`src/rtl/seq1010_frame_ctrl.sv`:
```
// Framed 1010 detector front-end: accepts words over valid/ready, serializes
// them MSB-first into a non-overlapping Mealy 1010 detector, reports per-frame counts.
module seq1010_frame_ctrl #(
  parameter int DATA_W = 8,
  parameter int CNT_W  = 8
) (
  input  logic              clk,
  input  logic              rst,
  input  logic              in_valid,
  output logic              in_ready,
  input  logic [DATA_W-1:0] in_data,
  input  logic              in_last,
  output logic              det_pulse,
  output logic              out_valid,
  input  logic              out_ready,
  output logic [CNT_W-1:0]  out_count,
  output logic              out_hit,
  output logic [1:0]        dbg_state
);

  // Handshakes: a transfer happens on the rising edge where valid and ready
  // are both high; out_valid/out_count/out_hit hold until that edge.

  localparam int BW = (DATA_W > 1) ? $clog2(DATA_W) : 1;

  typedef enum logic [1:0] {IDLE = 2'd0, SHIFT = 2'd1, REPORT = 2'd2} state_t;
  typedef enum logic [1:0] {S0 = 2'd0, S1 = 2'd1, S2 = 2'd2, S3 = 2'd3} det_t;

  state_t            state_q, state_d;
  det_t              det_q, det_d;
  logic [DATA_W-1:0] shreg_q, shreg_d;
  logic [BW-1:0]     bitcnt_q, bitcnt_d;
  logic              last_q, last_d;
  logic [CNT_W-1:0]  cnt_q, cnt_d;
  logic              pulse_q, pulse_d;
  logic              bit_in;
  logic              match;

  always_ff @(posedge clk) begin
    if (rst) begin
      state_q  <= IDLE;
      det_q    <= S0;
      shreg_q  <= '0;
      bitcnt_q <= '0;
      last_q   <= 1'b0;
      cnt_q    <= '0;
      pulse_q  <= 1'b0;
    end else begin
      state_q  <= state_d;
      det_q    <= det_d;
      shreg_q  <= shreg_d;
      bitcnt_q <= bitcnt_d;
      last_q   <= last_d;
      cnt_q    <= cnt_d;
      pulse_q  <= pulse_d;
    end
  end

  always_comb begin
    state_d   = state_q;
    det_d     = det_q;
    shreg_d   = shreg_q;
    bitcnt_d  = bitcnt_q;
    last_d    = last_q;
    cnt_d     = cnt_q;
    pulse_d   = 1'b0;
    in_ready  = 1'b0;
    out_valid = 1'b0;
    match     = 1'b0;
    bit_in    = shreg_q[DATA_W-1];

    case (state_q)
      IDLE: begin
        in_ready = 1'b1;
        if (in_valid) begin
          shreg_d  = in_data;
          last_d   = in_last;
          bitcnt_d = '0;
          state_d  = SHIFT;
        end
      end
      SHIFT: begin
        case (det_q)
          S0: det_d = bit_in ? S1 : S0;
          S1: det_d = bit_in ? S1 : S2;
          S2: det_d = bit_in ? S3 : S0;
          S3: begin
            // Match restarts from S0 so no bits are shared between matches.
            det_d = bit_in ? S1 : S0;
            match = !bit_in;
          end
          default: det_d = S0;
        endcase
        shreg_d  = {shreg_q[DATA_W-2:0], 1'b0};
        bitcnt_d = bitcnt_q + 1'b1;
        if (match) begin
          pulse_d = 1'b1;
          if (cnt_q != {CNT_W{1'b1}}) cnt_d = cnt_q + 1'b1;
        end
        if (bitcnt_q == BW'(DATA_W - 1)) state_d = last_q ? REPORT : IDLE;
      end
      REPORT: begin
        out_valid = 1'b1;
        if (out_ready) begin
          cnt_d   = '0;
          det_d   = S0;
          state_d = IDLE;
        end
      end
      default: state_d = IDLE;
    endcase
  end

  assign det_pulse = pulse_q;
  assign out_count = cnt_q;
  assign out_hit   = |cnt_q;
  assign dbg_state = state_q;

endmodule
```
`config.mk`:
```
export PLATFORM = sky130hd
export DESIGN_NAME = seq1010_frame_ctrl
export DESIGN_NICKNAME = d
export VERILOG_FILES = /design/src/rtl/seq1010_frame_ctrl.sv
export SDC_FILE = /design/constraint.sdc
export NUM_CORES = 1
export LEC_CHECK = 0
export BUFFER_PORTS_ARGS = -buffer_cell sky130_fd_sc_hd__buf_2
export CORE_MARGIN = 2
export CORE_UTILIZATION = 55
export DETAILED_ROUTE_END_ITERATION = 12
export HOLD_SLACK_MARGIN = 0.03
export PLACE_DENSITY = 0.8
export SLEW_MARGIN = 20
export SYNTH_ARGS = -nofsm -noshare
export SYNTH_HDL_FRONTEND = slang
export SYNTH_SLANG_ARGS = --single-unit
```
`constraint.sdc`:
```
create_clock -name clk -period 4.65 [get_ports clk]
set_input_delay 0.93 -clock clk [delete_from_list [all_inputs] [get_ports clk]]
set_output_delay 0.93 -clock clk [all_outputs]
set_load 0.01 [all_outputs]
```
* Word level (Yosys, flattened, before mapping) *
Index checks and enable logic that the tools add are counted.

operators by class
  bitwise gates (word level) = 1
  $add $sub $neg = 2
  div/mod/pow operators = 0
  order comparisons = 0
  mux-type cells = 23
  shift operators = 0
  reduce and logical (&&, ||, !) cells = 13
  $mul = 0
  equality and inequality tests = 12

operators with widths
  operator                                       count
  2-to-1 mux 8 bit                               4
  one-hot mux 8 bit (2 select lines)             2
  2-to-1 mux 2 bit                               6
  one-hot mux 2 bit (3 select lines)             2
  != test 2 bit, second input constant           5
  adder 8 x 1 -> 8 bit, second input constant    1
  != test 8 bit, second input constant           1
  OR reduction 8 bit                             1
  == test 2 bit, second input constant           3
  2-to-1 mux 1 bit                               6
  one-hot mux 3 bit (2 select lines)             1
  AND reduction 2 bit                            3
  == test 2 x 1 -> 1 bit, second input constant  2
  logical NOT 2 bit                              2
  one-hot mux 2 bit (2 select lines)             1
  AND reduction 4 bit                            1
  nonzero test 2 bit                             2
  OR reduction 2 bit                             2
  adder 3 x 1 -> 3 bit, second input constant    1
  == test 3 bit, second input constant           1
  2-to-1 mux 3 bit                               1
  AND reduction 3 bit                            1
  logical NOT 1 bit                              1
  inverter 1 bit                                 1

word-level totals
  ROM bits = 0
  register bits = 25
  output and inout bits = 14
  memories = 0
  latch bits = 0
  bits in writable memories = 0
  input bits = 13

* Longest topological paths before layout *
  word-level depth = 5
  depth in mapped cells = 7

* Least setup slack after synthesis *
No wires, ideal clock.

  path type = reg-to-output
  start point = reg state_q[1] (netlist: dbg_state[1])
  end point = out out_valid
  data arrival time = 1.007 ns
  stages on the path, launching flop included = 5
  path slack = 2.713 ns
  cell sequence = dfxtp_1 buf_6 or2b_1 clkbuf_1 inv_1

between the ends
  longest elaborated chain between the ends = 2

RTL lines
  item                    RTL line  source
  start, declared         29        state_t state_q, state_d;
  start signal, assigned  49        state_q <= state_d;
  == test 2 bit           72        case (state_q)
  2-to-1 mux 1 bit        72
  end, declared           14        output logic out_valid,

Every way passes these cells.

* Worst setup path in the final report *
Ends and elaborated chain as after synthesis.

==> results.txt <==
The sequential cells in the finished layout cover a total of 500 µm². The layout-stage area growth over the synthesis result is 11.2%. The routed via count divided by cell count is 5.93. The met1 layer usage reported by global route came out at 0.288. The wire length per cell came out at 13.2 µm. On the critical path, the stage with the largest delay is an instance of dfxtp_1.

The count of cells along the worst hold path is 2. The net count after synthesis came out at 170. Together, buffers and inverters on the worst path number 2. The tightest slew margin relative to the limit is 0.409. The worst ir drop on vdd came out at 0.182 mV. The critical path capture point type is an output port. Input and output buffers added on the ports amount to 26.

The time the worst path needs with I/O delays and setup came out at 2.44 ns. The largest fanout of any net on the critical path is 11. On the critical path the largest part of the delay comes from flip-flops. The count of unique library cells instantiated by Yosys is 36. The die is 51.8 µm tall. The clock drives 25 sinks.

The number of slew-limit violations in the final report is 0. The endpoint of the most critical register-to-register path is out_count[3]. The number of cells on the critical path came out at 3. For this block, the routed nets add up to 2660 µm of wire. The combinational share of power came out at 0.104.

The transition time of the tightest slew-check pin came out at 0.883 ns. The met2 track demand over resource is 0.363. In the routed design, unresolved DRC markers number 0. The non-filler instance count after layout is 202. The total placed cells including tap cells is 198. In the finished design, the share of the clock period the worst path needs comes to 0.525. The number of CTS-inserted buffers came out at 3. The horizontal extent of the die came out at 51.8 µm. The core region is 2190 µm². The worst register-to-register path has a depth of 5. The first-pass GRT wire length is 4440 µm.

The die area is 2680 µm². The placed standard-cell area is 1370 µm². The share of total power dissipated in the clock network is 0.265.

The final-report hold violation count came to 0. The largest net degree at the start of global routing came out at 26. The total internal power is 271 µW.

The post-synthesis sequential element count is 25. The H-tree depth reported by CTS is 1. The fraction of final layout cells with drive strength greater than 1 came out at 0.195. Counting along the longest clock path gives a buffer depth of 2. The start point of the worst min-delay path is last_q. The worst path arrival time came out at 1.51 ns.

For this run, the register share of the synthesized area comes to 0.399. The number of optimization iterations in the first detailed-route pass is 4. The weighted congestion reported at the end of routability-driven placement came out at 0.799. The met3 layer usage reported by global route came out at 0.0259. The final design instance area without fill came out at 1400 µm². The number of antenna diodes is 0.

met2 is the most crowded layer. Timing would allow up to 409 MHz. The worst hold path terminates at last_q. Between clock sinks in the finished design, the worst skew comes to 0.00970 ns.

The mean instance size in the synthesized netlist is 8.20 µm². Summed over all cells, the static leakage comes to 0.578 nW. In this run the worst hold path is classified as flop to flop.

The flow ran to the end, and the final reports show no timing, DRC or antenna violations. The largest incremental delay on the critical path came out at 0.53 ns. Setup repair after global routing left no endpoint under its margin. The filler cell count is 212. The clock slew seen by the registers of the worst setup and hold paths is 0.13 ns. The post-DP HPWL came out at 1850 µm.

Setup violations remaining at the end of the flow were counted as 0. The number of nets in the finished design came out at 192. The total negative slack for setup checks is 0 ns. The number of post-CTS setup repair buffers is 0. The total number of placement rows came out at 17. The total I/O pin count is 27. Walking the worst path, the cells encountered are or2b_1 -> inv_1 -> buf_2. Of the total power, the share spent switching nets is 0.257. In this run, post-CTS hold repair placed 0 buffers. The post-synthesis instance total is 153.

The worst hold slack after final layout is 0.472 ns. The overall fraction of global-route tracks in use came out at 0.217. The type of the setup path with the least slack is flop to output port. The mapped netlist covers 1250 µm². The count of yosys warnings during synthesis came out at 0. The startpoint type of the worst setup path is a flop. For this configuration, the core starts out at a cell density of 0.573. The routed layout has 1197 vias.

The power density normalized to cell area is 262 nW/µm². The first routing iteration left 40 violations. The remaining number of nets flagged by the antenna check after routing came out at 0. Of the total power, registers draw 0.632.

The total of cells resized after clock tree synthesis came out at 0. The startpoint of the most critical register-to-register path is out_count[1]. The setup check on the worst reg-to-reg path leaves a slack of 2.66 ns. The number of global-route vias before repair was 1032.

The residual overflow from global routing came out at 0. TritonCTS built the clock tree. In this run the power spent charging and discharging nets is 94.0 µW. The initial antenna violation count came out at 0. The data required time at the worst endpoint came out at 3.72 ns. The number of violations of the max-capacitance limit is 0. CTS placed an instance of clkbuf_4 at the clock tree root. The area used by multi-input combinational logic is 672 µm². The clock latency on the worst-skew pair is 0.32 ns.
## cells in the final DEF (no fill, tap or decap), drive strengths merged
cell type  count
nand2b         2
o21a           1
o31ai          3
a211oi         2
or2            1
clkbuf         3
clkinv         1
nor2          18
a21oi          6
a311oi        11
and2b          1
buf           26
nor3b          1
mux2i          1
or4            1
a221oi         1
nor4b          1
nand3b         3
or3            1
a22oi          2
nand2         21
nand3          9
inv            8
nor3           4
dfxtp         25
or2b           1
o21ai          5
o31a           1
a21o           1
and4           1
a31oi          4
nand4          1
o21ba          1
o211ai         2
ha             4
## power groups by stage
stage                     Combinational, mW  Clock (mW)  Sequential [mW]
after floorplan                      0.0299           0            0.233
after global placement               0.0363           0            0.235
after detailed placement             0.0380           0            0.235
after CTS                            0.0381      0.0987            0.231
after global routing                 0.0433       0.106            0.233
final                                0.0380      0.0966            0.231
## tightest hold or removal path: stages, from the launching register on
cell and delay [ns]:
dfxtp_1 0.34, nand2_1 0.05, a21oi_1 0.05
## final cells by class
type / count / share of cell area
Clock buffer: 3 / 0.0161
Clock inverter: 1 / 0.00359
Inverter: 8 / 0.0215
Multi-Input combinational cell: 111 / 0.482
Sequential cell: 25 / 0.359
Tap cell: 28 / 0.0251
Timing Repair Buffer: 26 / 0.0933
## state kept, by name, summed over array words and instances (netlist names)
| signal | cells |
|---|---|
| last_q | 1 |
| shreg_q | 8 |
| det_q | 2 |
| dbg_state | 2 |
| bitcnt_q | 3 |
| det_pulse | 1 |
| out_count | 8 |
## worst max path at each step
stage	start	end	slack, ns
floorplan	dbg_state[1]	out_valid	2.71
global placement	in_valid	shreg_q[5]	2.50
detailed placement	in_valid	shreg_q[7]	2.37
CTS	dbg_state[1]	out_valid	2.24
global route	dbg_state[1]	out_valid	2.17
finish	dbg_state[1]	out_valid	2.21
## cells by family (layout without fill, tap and decap cells)
logic type | count (synthesis) | count (layout) | synth area share
flip-flops | 25 | 25 | 0.399
AO/OA/AOI/OAI | 40 | 40 | 0.228
adder cells (fa/ha/maj) | 4 | 4 | 0.0399
multiplexers | 1 | 1 | 0.00798
AND/OR/NAND/NOR | 66 | 66 | 0.259
buffers and inverters | 17 | 38 | 0.0658
## metal layers
layer | wire length [µm] | up-vias
li1 | - | 595
met5 | 0 | -
met4 | 16 | 0
met1 | 1260 | 556
met3 | 134 | 2
met2 | 1250 | 44
## stage by stage
step	util	worst slack, ns	total power [mW]
detailed placement	0.624	2.37	0.273
global placement	0.624	2.50	0.271
CTS	0.637	2.24	0.368
global route	0.637	2.17	0.382
floorplan	-	2.71	0.263
finish	0.637	2.21	0.365
## Yosys cell counts (all sizes together)
master	number	area [µm²]
o31a	1	8.76
buf	3	30.0
o21ba	1	10.0
or2b	1	7.51
a221oi	1	8.76
inv	8	30.0
nand4	1	6.26
o21ai	5	25.0
a211oi	2	15.0
a22oi	2	15.0
o211ai	2	15.0
nand3	9	45.0
nand3b	3	22.5
dfxtp	25	500
o31ai	3	22.5
or3	1	6.26
nor3	4	20.0
o21a	1	7.51
a31oi	4	25.0
nand2	21	78.8
nor4b	1	8.76
or2	1	6.26
and4	1	8.76
clkbuf	6	22.5
or4	1	11.3
a311oi	11	96.3
mux2i	1	10.0
nor3b	1	7.51
and2b	1	8.76
a21oi	6	30.0
nand2b	2	20.0
a21o	1	7.51
nor2	18	67.6
ha	4	50.1
Note: power is estimated with default switching activity, not from simulation.
